==> config.mk <==
export PLATFORM = sky130hd
export DESIGN_NAME = pipe_ctrl
export DESIGN_NICKNAME = d
export VERILOG_FILES = /design/src/rtl/pipe_ctrl_pkg.sv /design/src/rtl/pipe_hazard_detect.sv /design/src/rtl/pipe_ctrl.sv
export SDC_FILE = /design/constraint.sdc
export NUM_CORES = 1
export LEC_CHECK = 0
export CAP_MARGIN = 20
export CORE_ASPECT_RATIO = 1.75
export CORE_MARGIN = 2
export CORE_UTILIZATION = 40
export DETAILED_ROUTE_END_ITERATION = 12
export MAX_ROUTING_LAYER = met4
export PLACE_DENSITY = 0.81
export SLEW_MARGIN = 15
export SYNTH_ARGS = -nofsm -noshare
export SYNTH_HDL_FRONTEND = slang
export SYNTH_SLANG_ARGS = --single-unit
==> constraint.sdc <==
create_clock -name clk -period 6.5 [get_ports clk]
set_input_delay 1.95 -clock clk [delete_from_list [all_inputs] [get_ports clk]]
set_output_delay 1.95 -clock clk [all_outputs]
set_load 0.005 [all_outputs]
==> src/rtl/pipe_ctrl_pkg.sv <==
// Shared types and widths for the pipeline sequencer.
// Provides register/data bus widths, the FSM state encoding and the
// bundled control-vector type driven onto the pipeline registers.
package pipe_ctrl_pkg;

    localparam int unsigned REG_ADDR_W = 5;   // RegAddrBus
    localparam int unsigned REG_DATA_W = 32;  // RegDataBus
    localparam int unsigned STATE_W    = 2;   // PipeCtrlStateBus
    localparam int unsigned CNT_W      = 32;
    localparam int unsigned WAIT_W     = 8;   // holds MEM_TIMEOUT-1 up to 254

    typedef enum logic [STATE_W-1:0] {
        PC_RUN      = 2'd0,
        PC_MEM_WAIT = 2'd1,
        PC_ERROR    = 2'd2
    } pipe_ctrl_state_e;

    // Stall/flush/redirect controls, one bit per pipeline register action.
    typedef struct packed {
        logic pc_stall;
        logic if_id_stall;
        logic id_ex_stall;
        logic ex_mem_stall;
        logic if_id_flush;
        logic id_ex_flush;
        logic mem_wb_flush;
        logic pc_redirect;
    } pipe_ctrl_s;

    // Freeze the whole front of the pipe and bubble MEM/WB.
    function automatic pipe_ctrl_s ctrl_hold();
        pipe_ctrl_s c;
        c              = '0;
        c.pc_stall     = 1'b1;
        c.if_id_stall  = 1'b1;
        c.id_ex_stall  = 1'b1;
        c.ex_mem_stall = 1'b1;
        c.mem_wb_flush = 1'b1;
        return c;
    endfunction

endpackage

==> src/rtl/pipe_hazard_detect.sv <==
// Load-use hazard comparator (purely combinational).
// Ports: ID source addresses/use flags, EX load flag and destination;
// load_use_c is high when the ID instruction needs the EX load result.
module pipe_hazard_detect
    import pipe_ctrl_pkg::*;
(
    input  logic [REG_ADDR_W-1:0] rs1_addr,
    input  logic [REG_ADDR_W-1:0] rs2_addr,
    input  logic                  rs1_used,
    input  logic                  rs2_used,
    input  logic                  ex_rmem_en,
    input  logic [REG_ADDR_W-1:0] ex_wreg_addr,
    output logic                  load_use_c
);

    // x0 is hardwired zero, so a load targeting it never creates a dependency.
    assign load_use_c = ex_rmem_en && (ex_wreg_addr != '0) &&
                        ((rs1_used && (rs1_addr == ex_wreg_addr)) ||
                         (rs2_used && (rs2_addr == ex_wreg_addr)));

endmodule

==> src/rtl/pipe_ctrl.sv <==
// Pipeline sequencer: stall/flush/redirect generation for load-use
// hazards, taken branches and multi-cycle memory accesses, plus a memory
// timeout detector and stall/redirect performance counters.
// Ports: clk, rst_n; ID/EX hazard inputs; branch taken/target; MEM
// req/ack; stall, flush and redirect controls (combinational); mem_err_o,
// stall_cnt_o, redirect_cnt_o (registered).
module pipe_ctrl
    import pipe_ctrl_pkg::*;
#(
    parameter int unsigned MEM_TIMEOUT = 16
)
(
    input  logic                  clk,
    input  logic                  rst_n,
    input  logic [REG_ADDR_W-1:0] id_rs1_addr_i,
    input  logic [REG_ADDR_W-1:0] id_rs2_addr_i,
    input  logic                  id_rs1_used_i,
    input  logic                  id_rs2_used_i,
    input  logic                  ex_rmem_en_i,
    input  logic [REG_ADDR_W-1:0] ex_wreg_addr_i,
    input  logic                  ex_branch_taken_i,
    input  logic [REG_DATA_W-1:0] ex_branch_target_i,
    input  logic                  mem_req_i,
    input  logic                  mem_ack_i,
    output logic                  pc_stall_o,
    output logic                  if_id_stall_o,
    output logic                  id_ex_stall_o,
    output logic                  ex_mem_stall_o,
    output logic                  if_id_flush_o,
    output logic                  id_ex_flush_o,
    output logic                  mem_wb_flush_o,
    output logic                  pc_redirect_o,
    output logic [REG_DATA_W-1:0] pc_redirect_addr_o,
    output logic                  mem_err_o,
    output logic [CNT_W-1:0]      stall_cnt_o,
    output logic [CNT_W-1:0]      redirect_cnt_o
);

    pipe_ctrl_state_e  state_q, state_d;
    logic [WAIT_W-1:0] wait_q, wait_d;
    logic [CNT_W-1:0]  stall_cnt_q, redirect_cnt_q;
    logic              mem_err_q;
    logic              load_use_c;
    pipe_ctrl_s        run_ctrl, ctrl;

    pipe_hazard_detect u_hazard (
        .rs1_addr     (id_rs1_addr_i),
        .rs2_addr     (id_rs2_addr_i),
        .rs1_used     (id_rs1_used_i),
        .rs2_used     (id_rs2_used_i),
        .ex_rmem_en   (ex_rmem_en_i),
        .ex_wreg_addr (ex_wreg_addr_i),
        .load_use_c   (load_use_c)
    );

    // Branch/load-use decode, shared by RUN and the MEM_WAIT ack cycle.
    // A taken branch squashes the hazarding ID instruction, so it wins.
    always_comb begin
        run_ctrl = '0;
        if (ex_branch_taken_i) begin
            run_ctrl.pc_redirect = 1'b1;
            run_ctrl.if_id_flush = 1'b1;
            run_ctrl.id_ex_flush = 1'b1;
        end else if (load_use_c) begin
            run_ctrl.pc_stall    = 1'b1;
            run_ctrl.if_id_stall = 1'b1;
            run_ctrl.id_ex_flush = 1'b1;
        end
    end

    // Next-state and control decode.
    always_comb begin
        state_d = state_q;
        wait_d  = wait_q;
        ctrl    = '0;
        case (state_q)
            PC_RUN: begin
                if (mem_req_i && !mem_ack_i) begin
                    ctrl    = ctrl_hold();
                    state_d = PC_MEM_WAIT;
                    // The request cycle itself is the first unacked cycle.
                    wait_d  = WAIT_W'(1);
                end else begin
                    ctrl = run_ctrl;
                end
            end
            PC_MEM_WAIT: begin
                if (mem_ack_i) begin
                    ctrl    = run_ctrl;
                    state_d = PC_RUN;
                    wait_d  = '0;
                end else begin
                    ctrl = ctrl_hold();
                    if (wait_q == WAIT_W'(MEM_TIMEOUT - 1)) begin
                        state_d = PC_ERROR;
                    end else begin
                        wait_d = wait_q + WAIT_W'(1);
                    end
                end
            end
            PC_ERROR: begin
                // Frozen until reset; keep bubbling MEM/WB so nothing retires.
                ctrl = ctrl_hold();
            end
            default: begin
                state_d = PC_RUN;
                wait_d  = '0;
            end
        endcase
        // Outputs are forced low for the whole reset interval.
        if (!rst_n) begin
            ctrl = '0;
        end
    end

    // State, wait counter, error flag and performance counters.
    always_ff @(posedge clk or negedge rst_n) begin
        if (!rst_n) begin
            state_q        <= PC_RUN;
            wait_q         <= '0;
            mem_err_q      <= 1'b0;
            stall_cnt_q    <= '0;
            redirect_cnt_q <= '0;
        end else begin
            state_q   <= state_d;
            wait_q    <= wait_d;
            mem_err_q <= (state_d == PC_ERROR);
            if (ctrl.pc_stall) begin
                stall_cnt_q <= stall_cnt_q + CNT_W'(1);
            end
            if (ctrl.pc_redirect) begin
                redirect_cnt_q <= redirect_cnt_q + CNT_W'(1);
            end
        end
    end

    assign pc_stall_o         = ctrl.pc_stall;
    assign if_id_stall_o      = ctrl.if_id_stall;
    assign id_ex_stall_o      = ctrl.id_ex_stall;
    assign ex_mem_stall_o     = ctrl.ex_mem_stall;
    assign if_id_flush_o      = ctrl.if_id_flush;
    assign id_ex_flush_o      = ctrl.id_ex_flush;
    assign mem_wb_flush_o     = ctrl.mem_wb_flush;
    assign pc_redirect_o      = ctrl.pc_redirect;
    assign pc_redirect_addr_o = ctrl.pc_redirect ? ex_branch_target_i : '0;
    assign mem_err_o          = mem_err_q;
    assign stall_cnt_o        = stall_cnt_q;
    assign redirect_cnt_o     = redirect_cnt_q;

endmodule

# After elaboration in Yosys (flattened, before gate mapping)

Cells that the tools add are included.
Widths: inputs -> output; s select.

Input port bits: 55
Bits in registers: 75
Word-level logic and storage cells: 45

Eq/ne operators: 8
Multiplexer cells: 18
Bitwise logic cells: 1
Reduce and logical (&&, ||, !) cells: 10
Add/sub/neg operators: 3

Operator list:

| kind                  | number |
|---|---|
| $add 32x1->32 const B | 2 |
| $mux 8                | 6 |
| $pmux 8 s3            | 2 |
| $mux 32               | 1 |
| $eq 5x5->1            | 2 |
| $mux 2                | 5 |
| $add 8x1->8 const B   | 1 |
| $eq 8x4->1 const B    | 1 |
| $pmux 2 s3            | 1 |
| $logic_and 1x1->1     | 5 |
| $reduce_bool 5->1     | 1 |
| $eq 2x2->1 const B    | 2 |
| $mux 1                | 3 |
| $ne 3x3->1 const B    | 1 |
| $reduce_and 3->1      | 1 |
| $eq 2x1->1 const B    | 1 |
| $logic_not 2->1       | 1 |
| $ne 2x2->1 const B    | 1 |
| $logic_not 1->1       | 1 |
| $logic_or 1x1->1      | 1 |
| $not 1->1             | 1 |

# Logic depth before layout (Yosys ltp)

Gate-level depths: netlist (run 1).

Depth after elaboration: 10
Mapped depth: 8
Gate-level depth less buffers: 7

# Cells and area by module

From an unflattened synthesis (run 1), not the netlist that was laid out.

Cell total of the unflattened synthesis: 382
Area, all modules: 3923.8 µm²

By module, submodules not included:

| module             | seq. area each (µm²) | times used | area an instance (µm²) | cells an instance |
|---|---|---|---|---|
| pipe_ctrl          | 1876.8               | 1          | 3789.9                 | 365 |
| pipe_hazard_detect | 0.0                  | 1          | 133.9                  | 17 |

# Worst setup path before layout (run 1)

OpenSTA, ideal clock, no wires.

Path type: input-to-output
From: in ex_wreg_addr_i[0]
To: out pc_stall_o
Arrival time: 3.295 ns
Stages: 7
Data required time: 4.550 ns
Buffers on the path: 2
Path slack: 1.255 ns
Cells stage by stage: or4_1 o21ai_1 nor3_1 a21oi_4 inv_2 buf_6 buf_4

Word-level cells in the longest chain between the ends: 9

Ends and longest elaborated chain:

| element                                     | line                                               | text |
|---|---|---|
| start, declared                             | pipe_ctrl.sv:20                                    | `input logic [REG_ADDR_W-1:0] ex_wreg_addr_i,` |
| $eq 5x5->1, on equally long branches        | pipe_hazard_detect.sv:18, pipe_hazard_detect.sv:19 |  |
| $logic_and 1x1->1, on equally long branches | pipe_hazard_detect.sv:18, pipe_hazard_detect.sv:19 |  |
| $logic_or 1x1->1                            | pipe_hazard_detect.sv:18                           | `((rs1_used && (rs1_addr == ex_wreg_addr)) \|\|` |
| $logic_and 1x1->1 (*)                       | pipe_hazard_detect.sv:17                           | `assign load_use_c = ex_rmem_en && (ex_wreg_addr != '0) &&` |
| $mux 2 (*)                                  | pipe_ctrl.sv:64                                    | `end else if (load_use_c) begin` |
| $mux 2 (*)                                  | pipe_ctrl.sv:60                                    | `if (ex_branch_taken_i) begin` |
| $mux 8, on equally long branches            | pipe_ctrl.sv:88, pipe_ctrl.sv:78                   |  |
| $pmux 8 s3 (*)                              | pipe_ctrl.sv:76                                    | `case (state_q)` |
| $mux 8 (*)                                  | pipe_ctrl.sv:111                                   | `if (!rst_n) begin` |
| end, declared                               | pipe_ctrl.sv:25                                    | `output logic pc_stall_o,` |

Every way passes the cells marked *; elsewhere a longest branch is shown, timed or not.

# Worst setup path in the final report (run 1)

From: in ex_wreg_addr_i[0]
To: out if_id_stall_o

Word-level cells in the longest chain between the ends: 9

Ends and longest elaborated chain:

| element                                     | line                                               | text |
|---|---|---|
| $eq 5x5->1, on equally long branches        | pipe_hazard_detect.sv:18, pipe_hazard_detect.sv:19 |  |
| $logic_and 1x1->1, on equally long branches | pipe_hazard_detect.sv:18, pipe_hazard_detect.sv:19 |  |
| $logic_or 1x1->1                            | pipe_hazard_detect.sv:18                           |  |
| $logic_and 1x1->1 (*)                       | pipe_hazard_detect.sv:17                           |  |
| $mux 2 (*)                                  | pipe_ctrl.sv:64                                    |  |
| $mux 2 (*)                                  | pipe_ctrl.sv:60                                    |  |
| $mux 8, on equally long branches            | pipe_ctrl.sv:88, pipe_ctrl.sv:78                   |  |
| $pmux 8 s3 (*)                              | pipe_ctrl.sv:76                                    |  |
| $mux 8 (*)                                  | pipe_ctrl.sv:111                                   |  |
| end, declared                               | pipe_ctrl.sv:26                                    | `output logic if_id_stall_o,` |

Marks and branches as above.

==> impl_metrics.env, run 1 <==
export IMPL_status="finished clean"
export IMPL_post_route_period_util_pct=92.7
export IMPL_cp_end_kind="output pin"
export IMPL_synth_top_area_share_pct=48.2
export IMPL_fmax_mhz=166
export IMPL_netlist_instances=386
export IMPL_drc=0
export IMPL_synth_common_cells="dfrtp_1 (75), xnor2_1 (42), xor2_1 (36), and2_1 (33), nand2_1 (31)"
export IMPL_syn_num_nets=444
export IMPL_antenna_found_initial=0
export IMPL_tightest_slew_ns=0.911
export IMPL_overflow=0
export IMPL_cts_buffers=9
export IMPL_initial_core_util_pct=41.1
export IMPL_cellPowerDensity_nw_per_um2=215
export IMPL_maxCapViolations=0
export IMPL_hold_viol=0
export IMPL_r2r_end="wait_q[6]"
export IMPL_yosysMostFrequentCell="dfrtp_1"
export IMPL_drt_iter0_markers=158
export IMPL_grt_use_total_pct=20.9
export IMPL_vias=3391
export IMPL_fin_crit_ns=6.02
export IMPL_clkLatencyLatePin_ns=0.33
export IMPL_dp_hpwl_um=7820
export IMPL_r2r_start="wait_q[0]"
export IMPL_yosys_most_used_dff="dfrtp_1"
export IMPL_power_w=0.00126
export IMPL_first_pass_iters=4
export IMPL_rsz0062_at_grt="no"
export IMPL_critPathMaxStageDelay_ns=0.54
export IMPL_reg2reg_slack_ns=4.18
export IMPL_clock_skew_final_ns=0.00766
export IMPL_crit_type="input pin to output pin"
export IMPL_postRouteAntennaNets=0
export IMPL_grt_pass1_vias=3521
export IMPL_fin_nets=600
export IMPL_synth_seq_cells=75
export IMPL_yosysWarningCount=0
export IMPL_drv_slew=0
export IMPL_root_buffer="clkbuf_16"
export IMPL_worstPathCellList="clkdlybuf4s50_1 > or4_1 > o21ai_1 > nor3_1 > a21oi_4 > inv_2 > clkdlybuf4s50_1"
export IMPL_gp_congestion=0.902
export IMPL_die_area_sq_um=10600
export IMPL_hp_class="flip-flop to flip-flop"
export IMPL_synthDistinctLibCells=42
export IMPL_cp_slowest_cell="or4_1"
export IMPL_worstHoldEndpoint="stall_cnt_o[31]"
export IMPL_cts_tree="built"
export IMPL_max_vdd_ir_drop_mv=0.144
export IMPL_cp_arrival_ns=4.07
export IMPL_synth_async_sr_flop_share_pct=100
export IMPL_cts_resized=0
export IMPL_min_path_cells=1
export IMPL_hold_buffers=0
export IMPL_io_buffers=159
export IMPL_cts_sinks=75
export IMPL_leakagePower_nw=2.54
export IMPL_die_w_um=78.6
export IMPL_cp_start_kind="input pin"
export IMPL_yosysSeqAreaShare_pct=48.2
export IMPL_setup_tns_ns=0
export IMPL_crit_fanout=18
export IMPL_syn_avg_cell_area_sq_um=10.1
export IMPL_path_clk_slew_ns=0.06
export IMPL_path_common_cell="clkdlybuf4s50_1"
export IMPL_antenna_diode_count=0
export IMPL_boundaryPins=160
export IMPL_via_per_inst=5.07
export IMPL_routed_wl_um=10400
export IMPL_setup_viol=0
export IMPL_synth_area_leaders="dfrtp_1 (48%), xnor2_1 (9.5%), xor2_1 (8.1%)"
export IMPL_area_delta_synth_final_pct=50.9
export IMPL_hold_path_startpoint="stall_cnt_o[31]"
export IMPL_netlist_area_sq_um=3890
export IMPL_grt_first_pass_wirelength_um=17100
export IMPL_grt_max_degree=75
export IMPL_cts_buffer_depth=2
export IMPL_htree_levels=3
export IMPL_required_ns=4.55
export IMPL_postCtsSetupBuffers=0
export IMPL_path_buf_inv=3
export IMPL_rows=47
export IMPL_die_height_um=134
export IMPL_r2r_cells=7
export IMPL_core_sq_um=9470
export IMPL_yosysTopAreaCell="dfrtp_1"
export IMPL_drive_above_1_share_pct=4.94
export IMPL_path_delay_family="buffers and inverters"
export IMPL_synth_edff_count=0
export IMPL_wl_per_cell_um=15.6
export IMPL_max_slew_margin_pct=39.3
==> layer usage <==
layer	up-vias	track usage (%)	wire, um
li1	1622	-	-
met1	1648	23.6	4140
met2	103	36.1	5680
met3	18	3.48	405
met4	0	9.16	218
met5	-	-	0
==> through the flow <==
stage	util, %	hold WS (ns)	area [sq um]	setup WS (ns)	cells
floorplan	-	0.465	3890	1.26	386
global placement	58.9	0.456	5580	0.479	653
CTS	62.0	0.480	5870	0.469	669
finish	62.0	0.474	5870	0.476	669
global route	62.0	0.493	5870	0.367	669
detailed placement	58.9	0.471	5580	0.475	653
==> kinds of logic after synthesis <==
family	Yosys count	synth area share, %
simple gates	190	26.7
fa+ha+maj	3	0.965
xor+xnor	78	17.6
compound gates	16	3.12
buf+inv	22	2.86
mux	2	0.547
flops	75	48.2
==> report_power, final <==
part | leakage (nW) | switching, W | internal, W
clock | 0.145 | 0.000184 | 0.000306
combinational | 1.39 | 0.0000802 | 0.000138
sequential | 1.01 | 0.0000497 | 0.000503
==> cells in the final DEF (no fill, tap or decap), drive strengths merged, types with 3 or more instances in the layout <==
cell type        n
clkdlybuf4s50  158
dfrtp           75
xnor2           42
xor2            36
and2            33
nand2           31
nand3           31
nor2            26
nand4           18
nor3            18
and3            15
clkbuf          11
and4             7
inv              5
o21ai            5
nor4             4
a21oi            4
buf              4
ha               3
clkinv           3
==> sequential cells by signal, summed over array words and instances, names as in the netlist <==
register / flops
state_q: 2
mem_err_o: 1
wait_q: 8
stall_cnt_o: 32
redirect_cnt_o: 32
==> layout make-up <==
cell class	count	area, sq um
Inverter	5	18.8
Sequential cell	75	1880
Tap cell	122	153
Clock inverter	5	52.6
Timing Repair Buffer	162	1620
Clock buffer	11	243
Multi-Input combinational cell	289	1900
Fill cell	796	3600
==> worst max path at each step <==
stage	start	to	slack [ns]	cells past startpoint
3_3_place_gp	ex_wreg_addr_i[0]	pc_stall_o	0.48	7
4_1_cts	ex_wreg_addr_i[0]	if_id_stall_o	0.47	7
2_1_floorplan	ex_wreg_addr_i[0]	pc_stall_o	1.26	7
6_report	ex_wreg_addr_i[0]	if_id_stall_o	0.48	7
5_1_grt	ex_wreg_addr_i[0]	if_id_stall_o	0.37	7
3_5_place_dp	ex_wreg_addr_i[0]	if_id_stall_o	0.47	7
No activity file was read; power rests on OpenSTA's default activity.
==> run 2, diff against run 1 <==
- RECOVER_POWER: default -> 50
==> run 2 against run 1 <==
Effect of this change: the flow now finishes with violations (capacitance limit, slew limit); register-to-register slack barely moved; largest power group unchanged; sequential power barely moved; flip-flop and latch count unchanged; power down 0.57%; hold slack got worse by 0.0034 ns; clock skew about the same; final area is 0.11% lower; clock power is essentially flat; first-iteration DRC count is 12% higher.
==> impl_metrics.env, run 2 (synthesized netlist as in run 1, its figures left out) <==
export IMPL_die_height_um=134
export IMPL_final_cell_area_sq_um=5860
export IMPL_boundaryPins=160
export IMPL_wl_per_cell_um=15.6
export IMPL_place_area_sq_um=5580
export IMPL_post_route_period_util_pct=92.7
export IMPL_clock_skew_final_ns=0.00802
export IMPL_path_clk_slew_ns=0.06
export IMPL_required_ns=4.55
export IMPL_use_met2_pct=36.1
export IMPL_io_buffers=159
export IMPL_setup_viol=0
export IMPL_cts_resized=0
export IMPL_leakagePower_nw=2.67
export IMPL_drive_above_1_share_pct=4.75
export IMPL_drt_iter0_markers=177
export IMPL_hold_viol=0
export IMPL_rows=47
export IMPL_postCtsSetupBuffers=0
export IMPL_clkLatencyLatePin_ns=0.33
export IMPL_grt_most_used_layer="met2"
export IMPL_cp_arrival_ns=4.08
export IMPL_mostFrequentLayoutCell="clkdlybuf4s50_1"
export IMPL_fill_cells=799
export IMPL_cp_start_kind="input pin"
export IMPL_maxCapViolations=1
export IMPL_fin_crit_ns=6.03
export IMPL_cts_buffer_depth=2
export IMPL_tightest_slew_ns=1.78
export IMPL_hp_class="flip-flop to flip-flop"
export IMPL_htree_levels=3
export IMPL_crit_type="input pin to output pin"
export IMPL_max_vdd_ir_drop_mv=0.144
export IMPL_crit_fanout=18
export IMPL_hold_buffers=0
export IMPL_cp_end_kind="output pin"
export IMPL_first_pass_iters=6
export IMPL_overflow=0
export IMPL_grt_pass1_vias=3521
export IMPL_routed_wl_um=10400
export IMPL_die_w_um=78.6
export IMPL_reg2reg_slack_ns=4.17
export IMPL_setup_tns_ns=0
export IMPL_grt_max_degree=75
export IMPL_root_buffer="clkbuf_16"
export IMPL_dp_hpwl_um=7820
export IMPL_postRouteAntennaNets=0
export IMPL_grt_use_total_pct=20.9
export IMPL_gp_congestion=0.902
export IMPL_antenna_found_initial=0
export IMPL_drc=0
export IMPL_grt_first_pass_wirelength_um=17100
export IMPL_cellPowerDensity_nw_per_um2=214
export IMPL_cts_buffers=9
export IMPL_area_delta_synth_final_pct=50.7
export IMPL_max_slew_margin_pct=-18.6
export IMPL_final_cell_mix="clkdlybuf4s50_1 (112), dfrtp_1 (75), dlygate4sd3_1 (46)"
export IMPL_drv_slew=75
export IMPL_antenna_diode_count=0
export IMPL_vias=3382
export IMPL_status="finished, violations left"
export IMPL_fin_nets=600
export IMPL_rsz0062_at_grt="no"
export IMPL_violations="capacitance limit, slew limit"
export IMPL_use_met1_pct=23.6
export IMPL_multi_input_area_sq_um=1900
export IMPL_initial_core_util_pct=41.1
export IMPL_via_per_inst=5.06
export IMPL_seq_area_sq_um=1880
export IMPL_die_area_sq_um=10600
export IMPL_met3_usage_pct=3.48
export IMPL_core_sq_um=9470
export IMPL_fmax_mhz=166
export IMPL_cts_sinks=75
export IMPL_cts_tree="built"
run 2: changes by cell type in the layout (fill, tap and decap cells not counted), sizes merged:
cell / change
clkbuf: +2
dlygate4sd3: +46
buf: -2
clkdlybuf4s50: -46
run 2: per-layer routing:
metal | share of wire [%] | vias to the layer above | wire length, um
met2 | 54 | 91 | 5670
met5 | 0 | - | 0
li1 | - | 1630 | -
met3 | 3.7 | 18 | 381
met4 | 2.1 | 0 | 218
met1 | 40 | 1643 | 4150
run 2: layout make-up:
class | count | area share (%)
multi-input combinational | 289 | 32.5
sequential | 75 | 32.0
timing repair buffer | 162 | 27.6
clock buffer | 11 | 4.14
tap | 122 | 2.60
clock inverter | 5 | 0.896
inverter | 5 | 0.320
run 2: through the flow:
| step | power (W) | utilization (%) | cells | worst slack [ns] | hold WS, ns |
|---|---|---|---|---|---|
| 6_report | 0.00125 | 61.9 | 669 | 0.475 | 0.471 |
| 5_1_grt | 0.00132 | 61.9 | 669 | 0.362 | 0.488 |
| 3_3_place_gp | 0.000770 | 58.9 | 653 | 0.479 | 0.456 |
| 4_1_cts | 0.00128 | 62.0 | 669 | 0.469 | 0.480 |
| 3_5_place_dp | 0.000778 | 58.9 | 653 | 0.475 | 0.471 |
| 2_1_floorplan | 0.000633 | - | 386 | 1.26 | 0.465 |
run 2: worst paths after layout:
path / start / cells past startpoint / endpoint
max: ex_wreg_addr_i[0] / 7 / if_id_stall_o
min: stall_cnt_o[31] / 1 / stall_cnt_o[31]
max reg2reg: wait_q[0] / 7 / wait_q[6]
min reg2reg: stall_cnt_o[31] / 1 / stall_cnt_o[31]
max in group asynchronous: rst_n / 2 / redirect_cnt_o[29]
min in group asynchronous: rst_n / 1 / state_q[0]
run 2: where the power goes:
group | internal, W | switching [W] | total (W)
Sequential | 0.000503 | 0.0000486 | 0.000552
Clock | 0.000306 | 0.000185 | 0.000490
Combinational | 0.000132 | 0.0000802 | 0.000212
run 2: worst max-delay path, cell delays in order:
cell             delay (ns)
clkdlybuf4s50_1        0.48
or4_1                  0.54
o21ai_1                0.17
nor3_1                 0.10
a21oi_4                0.18
inv_2                  0.17
clkdlybuf4s50_1        0.49
